===== src/rtl/imm_encode.sv =====
// imm_encode: inserts a 32-bit immediate into the RV32I instruction fields
// selected by immsrc (I/S/B/J/U).
//
// The unmodified template bits carry the opcode, register and funct fields.
// The block is a two-entry pipeline with valid/ready handshakes on both sides.
// Stage 1 holds the encoded word. Stage 2 is the output register.
// flush discards every in-flight entry at the next edge.
//
// Optional feature: define IMM_RANGE_CHECK_EN to also flag immediates that the
// selected format cannot represent. The encoding itself is unchanged; dropped
// bits are simply truncated. Without the macro, err reports only an invalid
// immsrc.
module imm_encode #(
  parameter int XLEN = 32
) (
  input  logic            clk,
  input  logic            rst,
  input  logic            flush,
  input  logic            in_valid,
  output logic            in_ready,
  input  logic [2:0]      immsrc,
  input  logic [XLEN-1:0] imm,
  input  logic [XLEN-1:0] template,
  output logic            out_valid,
  input  logic            out_ready,
  output logic [XLEN-1:0] instr,
  output logic            err
);

  // Place the immediate bits of the selected format over the template.
  function automatic logic [31:0] f_place(input logic [2:0]  src,
                                          input logic [31:0] v,
                                          input logic [31:0] t);
    logic [31:0] w;
    w = t;
    case (src)
      3'b000: w[31:20] = v[11:0];
      3'b001: begin
        w[31:25] = v[11:5];
        w[11:7]  = v[4:0];
      end
      3'b010: begin
        w[31]    = v[12];
        w[30:25] = v[10:5];
        w[11:8]  = v[4:1];
        w[7]     = v[11];
      end
      3'b011: begin
        w[31]    = v[20];
        w[30:21] = v[10:1];
        w[20]    = v[11];
        w[19:12] = v[19:12];
      end
      3'b100: w[31:12] = v[31:12];
      default: w = t;
    endcase
    return w;
  endfunction

  // Only encodings 000..100 name a real format.
  function automatic logic f_src_bad(input logic [2:0] src);
    return (src > 3'b100);
  endfunction

`ifdef IMM_RANGE_CHECK_EN
  // An immediate is representable when the bits above the field's sign bit
  // all equal that sign bit; branch and jump offsets must also be even.
  function automatic logic f_range_bad(input logic [2:0]  src,
                                       input logic [31:0] v);
    logic bad;
    case (src)
      3'b000, 3'b001: bad = (v[31:11] != {21{v[11]}});
      3'b010:         bad = (v[31:12] != {20{v[12]}}) || v[0];
      3'b011:         bad = (v[31:20] != {12{v[20]}}) || v[0];
      3'b100:         bad = (v[11:0] != 12'h000);
      default:        bad = 1'b0;
    endcase
    return bad;
  endfunction
`endif

  logic [31:0] w_enc;
  logic        w_err;
  logic        w_s1_load;
  logic        w_s2_load;

  logic        r_s1_valid;
  logic [31:0] r_s1_instr;
  logic        r_s1_err;
  logic        r_s2_valid;
  logic [31:0] r_s2_instr;
  logic        r_s2_err;

  // Encode the incoming transaction and work out its error flag.
  always_comb begin
    w_enc = f_place(immsrc, imm, template);
    w_err = f_src_bad(immsrc);
`ifdef IMM_RANGE_CHECK_EN
    if (!w_err) begin
      w_err = f_range_bad(immsrc, imm);
    end else begin
      w_err = 1'b1;
    end
`endif
  end

  // Stage load enables; in_ready follows out_ready combinationally so that a
  // full pipe can accept and emit in the same cycle.
  always_comb begin
    w_s2_load = !r_s2_valid || out_ready;
    w_s1_load = !r_s1_valid || w_s2_load;
    if (flush) begin
      in_ready = 1'b0;
    end else begin
      in_ready = w_s1_load;
    end
  end

  // Pipeline registers: flush clears both valids; data registers only move
  // when a valid entry is loaded, so the output holds steady under stall.
  always_ff @(posedge clk or posedge rst) begin
    if (rst) begin
      r_s1_valid <= 1'b0;
      r_s1_instr <= 32'h0000_0000;
      r_s1_err   <= 1'b0;
      r_s2_valid <= 1'b0;
      r_s2_instr <= 32'h0000_0000;
      r_s2_err   <= 1'b0;
    end else if (flush) begin
      r_s1_valid <= 1'b0;
      r_s2_valid <= 1'b0;
    end else begin
      if (w_s2_load) begin
        r_s2_valid <= r_s1_valid;
        if (r_s1_valid) begin
          r_s2_instr <= r_s1_instr;
          r_s2_err   <= r_s1_err;
        end else begin
          r_s2_instr <= r_s2_instr;
          r_s2_err   <= r_s2_err;
        end
      end else begin
        r_s2_valid <= r_s2_valid;
      end
      if (w_s1_load) begin
        r_s1_valid <= in_valid;
        if (in_valid) begin
          r_s1_instr <= w_enc;
          r_s1_err   <= w_err;
        end else begin
          r_s1_instr <= r_s1_instr;
          r_s1_err   <= r_s1_err;
        end
      end else begin
        r_s1_valid <= r_s1_valid;
      end
    end
  end

  assign out_valid = r_s2_valid;
  assign instr     = r_s2_instr;
  assign err       = r_s2_err;

endmodule


===== config.mk =====
export PLATFORM = sky130hd
export DESIGN_NAME = imm_encode
export DESIGN_NICKNAME = d
export VERILOG_FILES = /design/src/rtl/imm_encode.sv
export SDC_FILE = /design/constraint.sdc
export NUM_CORES = 1
export LEC_CHECK = 0
export BUFFER_PORTS_ARGS = -buffer_cell sky130_fd_sc_hd__buf_4
export CORE_UTILIZATION = 50
export CTS_CLUSTER_DIAMETER = 60
export DETAILED_ROUTE_END_ITERATION = 6
export PLACE_DENSITY = 0.82
export SETUP_SLACK_MARGIN = 0.4
export SLEW_MARGIN = 20
export SYNTH_ARGS = -nofsm -noshare
export SYNTH_HDL_FRONTEND = slang
export SYNTH_SLANG_ARGS = --single-unit

===== constraint.sdc =====
create_clock -name clk -period 5.65 [get_ports clk]
set_input_delay 0.8475 -clock clk [delete_from_list [all_inputs] [get_ports clk]]
set_output_delay 0.8475 -clock clk [all_outputs]
set_load 0.02 [all_outputs]

# Yosys cells after proc, flatten, opt, wreduce, memory -nomap -nowiden
# Cells that the tools add are included.
[word_totals]
regBits = 68
output_inout_bits = 35
[op_classes]
order_cmp = 1
eq_ne = 4
mux = 9
bitwise_logic = 1
n_reduce_logical = 11
[op_table]
columns = ["operator", "n"]
rows = [
  ["7-bit one-hot mux with 4 select lines", 1],
  ["5-bit one-hot mux with 3 select lines", 1],
  ["5-bit one-hot mux with 2 select lines", 1],
  ["8-bit two-way mux", 1],
  ["3-bit by 2-bit equality test with 1-bit output (second input constant)", 2],
  ["3-bit AND reduction", 2],
  ["1-bit two-way mux", 5],
  ["2-bit nonzero test", 2],
  ["2-bit OR reduction", 2],
  ["3-bit by 1-bit equality test with 1-bit output (second input constant)", 1],
  ["3-bit equality test (second input constant)", 1],
  ["3-bit > comparator (second input constant)", 1],
  ["3-bit logical NOT", 1],
  ["1-bit logical NOT", 2],
  ["1-bit logical OR", 2],
  ["1-bit inverter", 1],
]

# Longest topological paths before layout
[logic_depth]
word_depth = 5
depth_mapped = 6

# Worst setup path before layout
# Ideal clock, no wire load.
[synth_timing]
path_type = "input-to-output"
start = "input out_ready"
end = "output in_ready"
t_arrival_ns = 1.333
t_required_ns = 4.803
setup_slack_ns = 3.469
path_stages = 2
n_path_buf = 0
path_cell_list = "and3b_1 nor2_1"
[synth_between]
elab_chain_len = 3
[synth_rtl]
columns = ["item", "line", "source"]
rows = [
  ["from (decl)", "25", "input logic out_ready,"],
  ["1-bit logical OR", "110", "w_s2_load = !r_s2_valid || out_ready;"],
  ["1-bit logical OR", "111", "w_s1_load = !r_s1_valid || w_s2_load;"],
  ["1-bit two-way mux", "112", "if (flush) begin"],
  ["to (decl)", "20", "output logic in_ready,"],
]
# Every way passes these cells.

# Final worst setup path
# Ends and elaborated chain as after synthesis.

==> impl_metrics.json <==
{
  "status": "finished clean",
  "yosysUniqueCellTypes": 31,
  "io_pins": 107,
  "maxSlewViolCount": 0,
  "wl_per_cell_um": 15.53,
  "rsz0062_at_grt": "false",
  "insertion_delay_ns": 0.34,
  "nets": 462,
  "power_density_mw_per_mm2": 336.3,
  "r2r_end": "r_s1_instr[7]$_DFFE_PP0P_",
  "grt_most_used_layer": "met2",
  "drc": 0,
  "cts-root-to-sink-buffers": 2,
  "worst_setup_path_end_kind": "output port",
  "maxCapViolCount": 0,
  "hold-worst-slack_ns": 0.4680,
  "vdd_drop_max_v": 0.0001756,
  "synth.avg_cell_area_sq_um": 10.82,
  "dieHeight_um": 80.54,
  "hp-start": "r_s1_instr[21]$_DFFE_PP0P_",
  "total_power_mw": 1.374,
  "place_inst": 454,
  "worstPathArrival_ns": 1.45,
  "critical_path_required_ns": 4.80,
  "finalSetupViolations": 0,
  "synth_xor_area_share_pct": 0.2840,
  "synthAdderAreaFrac_pct": 0,
  "cts_tree": "yes",
  "vias": 2524,
  "met2_usage_pct": 42.63,
  "syn2layout_area_growth_pct": 32.45,
  "drive_above_1_share_pct": 40.51,
  "cts-root-buf": "clkbuf_8",
  "grt_use_met3_pct": 5.227,
  "drt-pass1-iter-count": 4,
  "syn-instance-count": 285,
  "synthMuxAreaShare_pct": 17.57,
  "r2r-start": "out_valid$_DFFE_PP0P_",
  "h-tree-depth": 3,
  "gr-total-overflow": 0,
  "hold_viol": 0,
  "track_usage_pct": 25.43,
  "crit_family": "simple AND/OR/NAND/NOR gates",
  "diodes": 0,
  "synthesis.area_sq_mm": 0.003084,
  "fin_util_pct": 69.00,
  "num_rows": 28,
  "hold_buffers": 0,
  "min_period_over_period_pct": 40.69,
  "worst_pin_slew_ns": 1.025,
  "ant_nets": 0,
  "grt_pass1_vias": 2559,
  "dp_hpwl_mm": 5.344,
  "synth-compound-area-share_pct": 10.43,
  "skew_ns": 0.005121,
  "dieWidth_um": 80.54,
  "critPathLaunch": "out_ready",
  "post_cts_resized": 0,
  "hold_depth": 2,
  "worst-path-max-fanout": 4,
  "die_area_sq_mm": 0.006487,
  "gp_congestion": 0.7495,
  "critPathBufInv": 2,
  "reg2reg_slack_ns": 3.72,
  "cts_setup_buffers": 0,
  "synth_top_family_by_area": "multiplexers",
  "cp_slowest_cell": "and3b_1",
  "clock_sinks": 68,
  "coreArea_sq_mm": 0.005921,
  "fmax_mhz": 435.0,
  "avgViaCountPerCell": 5.370,
  "io_buffers": 106,
  "numCtsBuffers": 9,
  "r2r_cells": 4,
  "hp-class": "reg2reg",
  "initial_core_util_pct": 52.09,
  "path_common_cell": "buf_4",
  "layout.cells.non_filler": 470,
  "synth_warnings": 0,
  "crit_chain": "buf_4 > and3b_1 > nor2_1 > buf_4",
  "clk_pin_slew_worst_paths_ns": 0.06,
  "grt_pass1_wl_mm": 12.10,
  "cp-start-kind": "input port",
  "antenna_found_initial": 0,
  "slew_headroom_pct": 31.37,
  "grt_start_max_net_pins": 69,
  "ys_ff_latch": 68,
  "syn-num-nets": 357,
  "crit_type": "in2out",
  "p_leak_nw": 2.076,
  "period_minus_slack_ns": 2.299,
  "critPathMaxStageDelay_ns": 0.28,
  "drtIter0Drc": 154,
  "yosysSeqAreaShare_pct": 55.17,
  "holdPathEnd": "r_s1_instr[21]$_DFFE_PP0P_",
  "synthSimpleGateAreaFrac_pct": 13.35,
  "met1_usage_pct": 31.25,
  "setup_tns_ns": 0,
  "finalWirelength_mm": 7.298
}
==> worst min-delay path: stages (launching register included) <==
cell	delay [ns]
dfrtp_1	0.34
nand2_1	0.05
nand2_1	0.05
==> worst max path at each step <==
| stage | endpoint | slack [ns] | cells after the start |
|---|---|---|---|
| floorplan | err$_DFFE_PP0P_ | 3.09 | 1 |
| global placement | r_s1_instr[25]$_DFFE_PP0P_ | 3.23 | 5 |
| detailed placement | r_s1_instr[25]$_DFFE_PP0P_ | 3.14 | 5 |
| CTS | in_ready | 3.35 | 4 |
| global route | r_s1_instr[30]$_DFFE_PP0P_ | 3.31 | 5 |
| finish | in_ready | 3.35 | 4 |
==> where the power goes <==
part	switching (mW)	internal, mW
Clock	0.166	0.171
Combinational	0.200	0.197
Sequential	0.0522	0.588
Total	0.418	0.956
==> layout by cell type (no fill, tap or decap), types with 2 or more instances in the layout <==
| cell type | instances |
|---|---|
| nor2b_1 | 3 |
| clkinv_2 | 2 |
| o22ai_1 | 4 |
| mux2i_1 | 17 |
| inv_1 | 4 |
| and3_1 | 6 |
| clkbuf_8 | 10 |
| nand2_1 | 68 |
| o21ai_0 | 32 |
| clkbuf_1 | 4 |
| buf_4 | 109 |
| o21ai_1 | 3 |
| a32o_1 | 4 |
| dfrtp_1 | 68 |
| nor2_1 | 10 |
| a21oi_1 | 2 |
| mux2_2 | 33 |
==> layout make-up <==
type	count	area [sq um]
Sequential cell	68	1702
Fill cell	464	1836
Inverter	5	18.77
Tap cell	75	93.84
Clock buffer	14	152.6
Timing Repair Buffer	109	818.3
Clock inverter	2	10.01
Multi-Input combinational cell	197	1290
==> cells in the mapped netlist <==
master | count | share of area, %
a211oi_1 | 1 | 0.24
a21oi_1 | 2 | 0.32
a21oi_4 | 1 | 0.53
a221oi_2 | 1 | 0.49
a22o_1 | 1 | 0.28
a22oi_1 | 1 | 0.24
a31oi_1 | 1 | 0.20
a32o_1 | 4 | 1.3
and2_1 | 1 | 0.20
and3_1 | 6 | 1.2
and3b_1 | 1 | 0.28
buf_2 | 10 | 1.6
buf_4 | 1 | 0.24
buf_6 | 1 | 0.37
clkbuf_1 | 3 | 0.37
dfrtp_1 | 68 | 55
inv_1 | 5 | 0.61
mux2_2 | 33 | 12
mux2i_1 | 17 | 5.5
nand2_1 | 68 | 8.3
nor2_1 | 10 | 1.2
nor2b_1 | 3 | 0.61
nor3b_1 | 1 | 0.24
nor3b_2 | 2 | 0.81
o21ai_0 | 32 | 5.2
o21ai_1 | 3 | 0.49
o22ai_1 | 4 | 0.81
o32a_1 | 1 | 0.32
or2_2 | 1 | 0.20
or3b_1 | 1 | 0.28
xnor2_1 | 1 | 0.28
==> per-layer routing <==
metal | vias up | share of wire (%)
met5 | - | 0
met4 | 0 | 2.5
met3 | 16 | 7.1
met2 | 97 | 51
met1 | 1222 | 40
li1 | 1189 | -
==> sequential cells by signal, indices dropped and copies added (netlist names) <==
signal and count:
out_valid 1, r_s1_instr 32, r_s1_valid 1, instr 32
r_s1_err 1, err 1
==> logic make-up (layout without fill, tap and decap cells) <==
logic type	after synthesis	after routing
XOR/XNOR	1	1
multiplexers	50	50
AND/OR/NAND/NOR	94	94
buffers and inverters	20	130
flip-flops	68	68
AO/OA/AOI/OAI	52	52
==> per-stage QoR <==
stage                     setup WS (ns)  area, sq um
after global placement            3.227         3923
after CTS                         3.347         4085
after global routing              3.310         4085
after detailed placement          3.141         3923
after floorplan                   3.091         3084
final                             3.351         4085
Power figures use the tool's default switching activity.
